===== src/rtl/mem_fabric_pkg.sv =====
// Shared definitions for the data-side memory region fabric and its decoder.
package mem_fabric_pkg;

   localparam int unsigned ADDR_W = 32;
   localparam int unsigned DATA_W = 32;
   localparam int unsigned TAG_W  = 16;
   localparam int unsigned WAIT_W = 3;

   typedef enum logic [1:0] {
      SZ_BYTE = 2'd0,
      SZ_HALF = 2'd1,
      SZ_WORD = 2'd2,
      SZ_RSVD = 2'd3
   } size_e;

   typedef enum logic [1:0] {
      ST_IDLE   = 2'd0,
      ST_ACCESS = 2'd1,
      ST_RESP   = 2'd2
   } state_e;

   localparam logic [TAG_W-1:0] TAG_DATA   = 16'h1000;
   localparam logic [TAG_W-1:0] TAG_STACK  = 16'h7fff;
   localparam logic [TAG_W-1:0] TAG_SERIAL = 16'hffff;

   // True when the access size is reserved or the address is not naturally aligned
   function automatic logic bad_size_align(input logic [1:0] size, input logic [1:0] low);
      return (size == SZ_RSVD) ||
             ((size == SZ_HALF) && low[0]) ||
             ((size == SZ_WORD) && (low != 2'b00));
   endfunction

endpackage


===== src/rtl/mem_region_decode.sv =====
// Combinational address/size decoder: tag match to one-hot select, wait value and fault flag.
module mem_region_decode
   import mem_fabric_pkg::*;
#(
   parameter int unsigned                  NUM_REGIONS = 3,
   parameter logic [NUM_REGIONS*16-1:0]    REGION_TAGS = {TAG_SERIAL, TAG_STACK, TAG_DATA},
   parameter logic [NUM_REGIONS*3-1:0]     REGION_WAIT = {3'd2, 3'd0, 3'd0},
   localparam int unsigned                 IDX_W = (NUM_REGIONS > 1) ? $clog2(NUM_REGIONS) : 1
) (
   input  logic [ADDR_W-1:0]      addr,
   input  logic [1:0]             size,
   output logic [NUM_REGIONS-1:0] sel,
   output logic [IDX_W-1:0]       idx,
   output logic [WAIT_W-1:0]      wait_cycles,
   output logic                   fault
);

   logic hit;
   logic unused_addr_mid;

   assign unused_addr_mid = ^addr[15:2];

   // Scan from the top index down so the lowest matching index wins on duplicate tags
   always_comb begin
      hit         = 1'b0;
      idx         = '0;
      wait_cycles = '0;
      sel         = '0;
      for (int i = int'(NUM_REGIONS) - 1; i >= 0; i--) begin
         if (addr[31:16] == REGION_TAGS[i*16 +: 16]) begin
            hit         = 1'b1;
            idx         = IDX_W'(i);
            wait_cycles = REGION_WAIT[i*3 +: 3];
         end
      end
      if (hit) begin
         sel = NUM_REGIONS'(1) << idx;
      end
      fault = !hit || bad_size_align(size, addr[1:0]);
   end

endmodule


===== src/rtl/mem_region_fabric.sv =====
// Data-side region fabric: accepts one request, drives the selected target for
// WAIT+1 cycles, returns a one-cycle registered response and tracks faults.
module mem_region_fabric
   import mem_fabric_pkg::*;
#(
   parameter int unsigned               NUM_REGIONS = 3,
   parameter logic [NUM_REGIONS*16-1:0] REGION_TAGS = {TAG_SERIAL, TAG_STACK, TAG_DATA},
   parameter logic [NUM_REGIONS*3-1:0]  REGION_WAIT = {3'd2, 3'd0, 3'd0},
   parameter int unsigned               FAULT_CNT_W = 16
) (
   input  logic                        clock,
   input  logic                        reset,
   input  logic                        req_valid_in,
   output logic                        req_ready_out,
   input  logic [ADDR_W-1:0]           addr_in,
   input  logic [DATA_W-1:0]           writedata_in,
   input  logic                        we_in,
   input  logic [1:0]                  size_in,
   output logic                        resp_valid_out,
   output logic [DATA_W-1:0]           resp_data_out,
   output logic                        resp_err_out,
   output logic [NUM_REGIONS-1:0]      region_sel_out,
   output logic                        region_re_out,
   output logic                        region_we_out,
   output logic [ADDR_W-1:0]           region_addr_out,
   output logic [DATA_W-1:0]           region_wdata_out,
   output logic [1:0]                  region_size_out,
   input  logic [NUM_REGIONS*32-1:0]   region_rdata_in,
   output logic [FAULT_CNT_W-1:0]      fault_count_out,
   output logic [ADDR_W-1:0]           fault_addr_out
);

   localparam int unsigned IDX_W = (NUM_REGIONS > 1) ? $clog2(NUM_REGIONS) : 1;

   state_e                 state;
   logic [NUM_REGIONS-1:0] dec_sel;
   logic [IDX_W-1:0]       dec_idx;
   logic [WAIT_W-1:0]      dec_wait;
   logic                   dec_fault;
   logic [IDX_W-1:0]       idx_q;
   logic [WAIT_W-1:0]      wait_cnt;
   logic                   we_q;
   logic [DATA_W-1:0]      rdata_sel;

   mem_region_decode #(
      .NUM_REGIONS (NUM_REGIONS),
      .REGION_TAGS (REGION_TAGS),
      .REGION_WAIT (REGION_WAIT)
   ) u_decode (
      .addr        (addr_in),
      .size        (size_in),
      .sel         (dec_sel),
      .idx         (dec_idx),
      .wait_cycles (dec_wait),
      .fault       (dec_fault)
   );

   // Read-data mux for the region latched at acceptance
   always_comb begin
      rdata_sel = '0;
      for (int i = 0; i < int'(NUM_REGIONS); i++) begin
         if (idx_q == IDX_W'(i)) begin
            rdata_sel = region_rdata_in[i*32 +: 32];
         end
      end
   end

   // Request FSM with registered strobes, response and fault bookkeeping
   always_ff @(posedge clock or posedge reset) begin
      if (reset) begin
         state            <= ST_IDLE;
         req_ready_out    <= 1'b1;
         resp_valid_out   <= 1'b0;
         resp_data_out    <= '0;
         resp_err_out     <= 1'b0;
         region_sel_out   <= '0;
         region_re_out    <= 1'b0;
         region_we_out    <= 1'b0;
         region_addr_out  <= '0;
         region_wdata_out <= '0;
         region_size_out  <= '0;
         fault_count_out  <= '0;
         fault_addr_out   <= '0;
         idx_q            <= '0;
         wait_cnt         <= '0;
         we_q             <= 1'b0;
      end else begin
         case (state)
            ST_IDLE: begin
               if (req_valid_in) begin
                  region_addr_out  <= addr_in;
                  region_wdata_out <= writedata_in;
                  region_size_out  <= size_in;
                  we_q             <= we_in;
                  idx_q            <= dec_idx;
                  req_ready_out    <= 1'b0;
                  if (dec_fault) begin
                     state          <= ST_RESP;
                     resp_valid_out <= 1'b1;
                     resp_err_out   <= 1'b1;
                     resp_data_out  <= '0;
                     fault_addr_out <= addr_in;
                     if (fault_count_out != '1) begin
                        fault_count_out <= fault_count_out + FAULT_CNT_W'(1);
                     end
                  end else begin
                     state          <= ST_ACCESS;
                     wait_cnt       <= dec_wait;
                     region_sel_out <= dec_sel;
                     region_re_out  <= !we_in;
                     region_we_out  <= we_in && (dec_wait == '0);
                  end
               end
            end
            ST_ACCESS: begin
               if (wait_cnt != '0) begin
                  wait_cnt      <= wait_cnt - WAIT_W'(1);
                  region_we_out <= we_q && (wait_cnt == WAIT_W'(1));
               end else begin
                  state          <= ST_RESP;
                  region_sel_out <= '0;
                  region_re_out  <= 1'b0;
                  region_we_out  <= 1'b0;
                  resp_valid_out <= 1'b1;
                  resp_err_out   <= 1'b0;
                  resp_data_out  <= we_q ? '0 : rdata_sel;
               end
            end
            ST_RESP: begin
               state          <= ST_IDLE;
               resp_valid_out <= 1'b0;
               resp_err_out   <= 1'b0;
               resp_data_out  <= '0;
               req_ready_out  <= 1'b1;
            end
            default: begin
               state <= ST_IDLE;
            end
         endcase
      end
   end

endmodule


===== config.mk =====
export PLATFORM = sky130hd
export DESIGN_NAME = mem_region_fabric
export DESIGN_NICKNAME = d
export VERILOG_FILES = /design/src/rtl/mem_fabric_pkg.sv /design/src/rtl/mem_region_decode.sv /design/src/rtl/mem_region_fabric.sv
export SDC_FILE = /design/constraint.sdc
export NUM_CORES = 1
export LEC_CHECK = 0
export BUFFER_PORTS_ARGS = -buffer_cell sky130_fd_sc_hd__buf_2
export CAP_MARGIN = 20
export CORE_MARGIN = 2
export CORE_UTILIZATION = 28
export CTS_CLUSTER_SIZE = 25
export DETAILED_ROUTE_END_ITERATION = 16
export GPL_TIMING_DRIVEN = 0
export PLACE_DENSITY = 0.57
export SYNTH_ARGS = -nofsm -noshare
export SYNTH_HDL_FRONTEND = slang
export SYNTH_SLANG_ARGS = --single-unit

===== constraint.sdc =====
create_clock -name clock -period 8.5 [get_ports clock]
set_input_delay 1.275 -clock clock [delete_from_list [all_inputs] [get_ports clock]]
set_output_delay 1.275 -clock clock [all_outputs]
set_load 0.01 [all_outputs]

Word level (Yosys, flattened, before mapping)
Cells that the tools add are included.
- output and inout bits: 154
- input bits: 166
- word-level logic and storage cells: 107
- register bits: 162
- add/subtract/negate cells: 2
- equality and inequality tests: 17
- reductions and logical operators: 26
- shifts and indexed selects: 1
- multiplexer cells: 45
- operator list (operator ; count):
    two-way mux 32 bit ; 7
    one-hot mux 32 bit (3 select lines) ; 1
    two-way mux 3 bit ; 7
    two-way mux 2 bit ; 9
    adder 16 x 1 -> 16 bit (second input constant) ; 1
    == test 16 x 13 -> 1 bit (second input constant) ; 1
    == test 16 x 15 -> 1 bit (second input constant) ; 1
    == test 16 bit (second input constant) ; 1
    inequality test 16 bit (second input constant) ; 1
    AND reduction 4 bit ; 4
    two-way mux 1 bit ; 13
    one-hot mux 3 bit (2 select lines) ; 2
    inequality test 2 bit (second input constant) ; 5
    == test 2 bit (second input constant) ; 4
    == test 2 x 1 -> 1 bit (second input constant) ; 3
    one-hot mux 1 bit (2 select lines) ; 3
    one-hot mux 1 bit (3 select lines) ; 2
    AND reduction 2 bit ; 3
    AND reduction 3 bit ; 2
    nonzero test 2 bit ; 3
    nonzero test 3 bit ; 2
    logical AND 1 bit ; 4
    logical NOT 2 bit ; 2
    one-hot mux 2 bit (2 select lines) ; 1
    other kinds (6) ; 9

Longest topological paths before layout
- word-level depth: 9
- mapped depth: 9
- depth with buffers taken out: 7

Hierarchy
Synthesis repeated with hierarchy kept, for this count alone.
- cell total of the unflattened synthesis: 636
- area total of the unflattened synthesis: 7213.2 um^2
- by module, submodules not included (module ; area an instance (um^2) ; times used ; cells each ; sequential area each (um^2)):
    mem_region_fabric ; 7064.3 ; 1 ; 615 ; 4055.1
    mem_region_decode ; 148.9 ; 1 ; 21 ; 0.0

Least setup slack after synthesis
No wires, ideal clock.
- kind: input-to-reg
- start: input addr_in[28]
- end: register resp_data_out[0]
- arrival time: 2757 ps
- required time: 8375 ps
- cell stages on the path: 8
- path buffers: 2
- path slack: 5618 ps
- library setup time: 125 ps
- path through: nor4b_1 > nand4_1 > o31a_1 > buf_6 > nor2_8 > a211oi_4 > buf_6 > mux2_2
- cells in the longest elaborated chain, start to end: 8
- elaborated cells on any way between the ends: 10
- classes of those cells: eq/ne: 4; mux: 3; reduce/logical: 3
- RTL lines (item ; line ; source):
    start, declared ; mem_region_fabric.sv:15 ; input logic [ADDR_W-1:0] addr_in,
    == test 16 bit ; mem_region_decode.sv:30 ; if (addr[31:16] == REGION_TAGS[i*16 +: 16]) begin
    two-way mux 1 bit (2 in a row) ; mem_region_decode.sv:30 ;
    two-way mux 1 bit (*) ; mem_region_decode.sv:30 ;
    logical NOT 1 bit (*) ; mem_region_decode.sv:39 ; fault = !hit || bad_size_align(size, addr[1:0]);
    logical OR 1 bit (*) ; mem_region_decode.sv:39 ;
    inequality test 2 bit (no source line) (*) ; -- ;
    AND reduction 4 bit (no source line) (*) ; -- ;
    end signal, assigned ; mem_region_fabric.sv:126 ; resp_data_out <= we_q ? '0 : rdata_sel;
    end, declared ; mem_region_fabric.sv:20 ; output logic [DATA_W-1:0] resp_data_out,
Every way passes the cells marked *; elsewhere a longest branch is shown, timed or not.
A chain may end at the register's enable or synchronous reset.

Final worst setup path
- start: input addr_in[31]
- end: register resp_data_out[16]
The elaborated chain is that of the path after synthesis.

==> flow_summary.yaml <==
cells_and_area:
  multi_input_area_sq_mm: 0.00312
  final-seq-area_sq_mm: 0.00406
  fillers: 2606
  final_cell_area_sq_mm: 0.0100
  num_antenna_cells: 0
  drive_gt1_share_pct: 52.8
  synthToLayoutAreaGrowth_pct: 35.8
  fin_nets: 1113
worst_setup_path:
  worst-path-buf-inv: 3
  startpoint: "addr_in[31]"
  arrival_ns: 3.20
  r2r-start: "state[0]$_DFFE_PP0P_"
  criticalPathCategory: "in -> reg"
  end_kind: "register"
  start_kind: "input port"
  reg2reg_slack_ns: 5.94
  cpMostUsedCell: "buf_6"
  critical_path.top_delay_family: "compound AO/OA/AOI/OAI gates"
  slowest_delay_ns: 0.52
  crit_fanout: 10
  slowest_stage: "a211oi_4"
  cp_num_cells: 9
  crit_required_ns: 8.79
  path_cells: "buf_2 -> nor4_1 -> nand4_1 -> o31a_1 -> buf_6 -> nor2_8 -> a211oi_4 -> buf_6 -> mux2_2"
  rr_endpoint: "region_addr_out[6]$_DFFE_PP0P_"
  reg2reg_depth: 7
synthesis:
  synth-seq-area-share_pct: 54.9
  synth_cell_types: 51
  synth_area_leaders: "dfrtp_1, mux2_2, mux2i_1"
  yosysTopAreaCellShare_pct: 54.5
  synth_largest_area_cell: "dfrtp_1"
  synthesis.area_sq_mm: 0.00739
  syn-instance-count: 600
  ys_ff_latch: 162
  syn_nets: 774
  yosys_warnings: 0
  synth_area_per_cell_sq_um: 12.3
grt:
  grt_pass1_wl_um: 33100
  overflow: 0
  grt_max_degree: 88
  grt_pass1_vias: 6064
  antenna_found_initial: 0
  grt_use_total_pct: 15.1
hold_path:
  hold_end: "region_sel_out[1]$_DFFE_PP0P_"
  hold_path_depth: 1
  min_from: "region_sel_out[1]$_DFFE_PP0P_"
  hold_path_class: "reg -> reg"
cts:
  clk_latency_ns: 0.43
  clk_path_buf_depth: 2
  cts_hold_buf: 0
  path_clk_slew_ns: 0.06
  htreeDepth: 4
  root_buffer: "clkbuf_16"
  cts_setup_buffers: 0
  cts_resized: 0
  cts_num_sinks: 162
  cts_inserted_buffers: 17
  cts_tree: "yes"
route:
  drt_iter0_drc: 156
  antenna_left: 0
  drc: 0
  wl_um: 21100
  vias: 5774
  vias_per_cell: 4.49
  drt_pass1_iterations: 4
  wl_per_cell_um: 16.4
pwr:
  power.density_mw_per_mm2: 291
  switching_power_uw: 941
  p_int_uw: 1980
  swShare_pct: 32.2
  p_leak_uw: 0.00493
  pwr-share-comb_pct: 33.1
  pwr-share-clk_pct: 26.6
  total_power_uw: 2920
  peakVddDrop_mv: 0.140
  pwr-share-seq_pct: 40.3
floorplan:
  start_util_pct: 28.4
  die_area_sq_mm: 0.0277
  die_y_um: 166
  coreArea_sq_mm: 0.0260
  rows: 59
  die_w_um: 166
  ios: 320
outcome:
  status: "finished clean"
sta:
  post-route-period-util_pct: 34.3
  fmax_ghz: 0.343
  rsz0062_at_grt: "false"
  setup_viol: 0
  maxSlewViolCount: 0
  hold_ws_ns: 0.479
  clock_skew_ns: 0.0231
  hold_viol_final: 0
  finalSetupTns_ns: 0
  period_minus_slack_ns: 2.91
  worst_pin_slew_ns: 0.644
  slew_headroom_pct: 57.1
job:
  maxCapViolCount: 0
placement:
  placed_area_sq_mm: 0.00944
  dp_hpwl_um: 16000
  io_buffers: 319
  routabilityCongestion: 0.844
## flip-flops by register name, summed over array words and instances, names as in the netlist, 2 cells and up
signal            flops
state                 2
fault_addr_out       32
resp_data_out        32
region_wdata_out     32
wait_cnt              3
idx_q                 2
region_sel_out        3
region_size_out       2
region_addr_out      32
fault_count_out      16
## power by group through the flow
stage | logic, uW | clock network, uW | registers, uW
4_1_cts | 991 | 809 | 1180
3_3_place_gp | 978 | 0 | 1180
3_5_place_dp | 991 | 0 | 1190
5_1_grt | 1060 | 842 | 1210
6_report | 968 | 778 | 1180
2_1_floorplan | 422 | 0 | 1310
## layer usage
metal	vias to the layer above	GRT usage, %	share of wire (%)
li1	2792	-	-
met1	2736	17.5	41
met2	234	26.1	49
met3	12	5.66	8.8
met4	0	4.24	1.1
met5	-	0	0
## stage by stage
step	instances	setup slack, ns	utilization, %
after floorplan	600	2.85	-
after global placement	1254	0.583	36.2
after detailed placement	1255	5.08	36.3
after CTS	1286	5.54	38.6
after global routing	1286	5.44	38.6
final	1286	5.59	38.6
## cells in the final DEF (no fill, tap or decap), types with 4 or more instances in the layout
cell / n
a21oi_1: 38
nor2b_1: 4
nand4_1: 8
clkbuf_1: 20
nor3_1: 10
mux2i_1: 34
xnor2_1: 6
dfrtp_1: 161
o21ai_0: 4
buf_2: 326
mux2_2: 128
inv_1: 10
nor2_1: 72
xor2_1: 6
buf_6: 4
mux2_1: 4
clkbuf_16: 17
nor4_1: 5
nand2_1: 21
nand3_1: 8
ha_1: 8
## synth_stat cells (all sizes together)
cell type  count
o211ai         2
o32a           1
mux2i         34
and3           3
o32ai          1
o31ai          1
o211a          1
o221a          1
nand2b         3
a211oi         2
dfrtp        161
nor4b          1
o21ai          5
and2           2
and4           1
ha             8
or2            1
dfstp          1
a22oi          1
nor2b          4
xor2           6
inv           11
or3            3
o2bb2ai        2
nand4          8
mux2         132
a221o          1
nor2          74
o31a           1
xnor2          6
nand2         21
buf           14
o21ba          1
clkbuf        19
o22a           1
a21o           2
nor3          10
nand3b         1
nor3b          1
a21oi         38
nor4           5
nand3          8
a21bo          1
## logic make-up after synthesis
logic type               synth area share (%)
AO/OA/AOI/OAI                            5.54
adder cells (fa/ha/maj)                  1.35
multiplexers                             24.7
flip-flops                               54.9
AND/OR/NAND/NOR                          9.19
buffers and inverters                    2.91
XOR/XNOR                                 1.42
## layout make-up
class | instances | share of cell area (%)
plain buffers | 33 | 1.73
clock buffers | 21 | 4.69
clock inverters | 10 | 1.22
inverters | 11 | 0.486
multi-input cells | 394 | 31.1
flip-flops and latches | 162 | 40.4
well taps | 335 | 4.18
repair buffers | 320 | 16.2
## how the worst max path moves through the flow
stage | to | slack (ns)
2_1_floorplan | fault_addr_out[0]$_DFFE_PP0P_ | 2.85
3_5_place_dp | resp_data_out[4]$_DFFE_PP0P_ | 5.08
4_1_cts | resp_data_out[1]$_DFFE_PP0P_ | 5.54
5_1_grt | fault_addr_out[31]$_DFFE_PP0P_ | 5.44
3_3_place_gp | fault_addr_out[25]$_DFFE_PP0P_ | 0.58
6_report | resp_data_out[16]$_DFFE_PP0P_ | 5.59
Note: power is estimated with default switching activity, not from simulation.
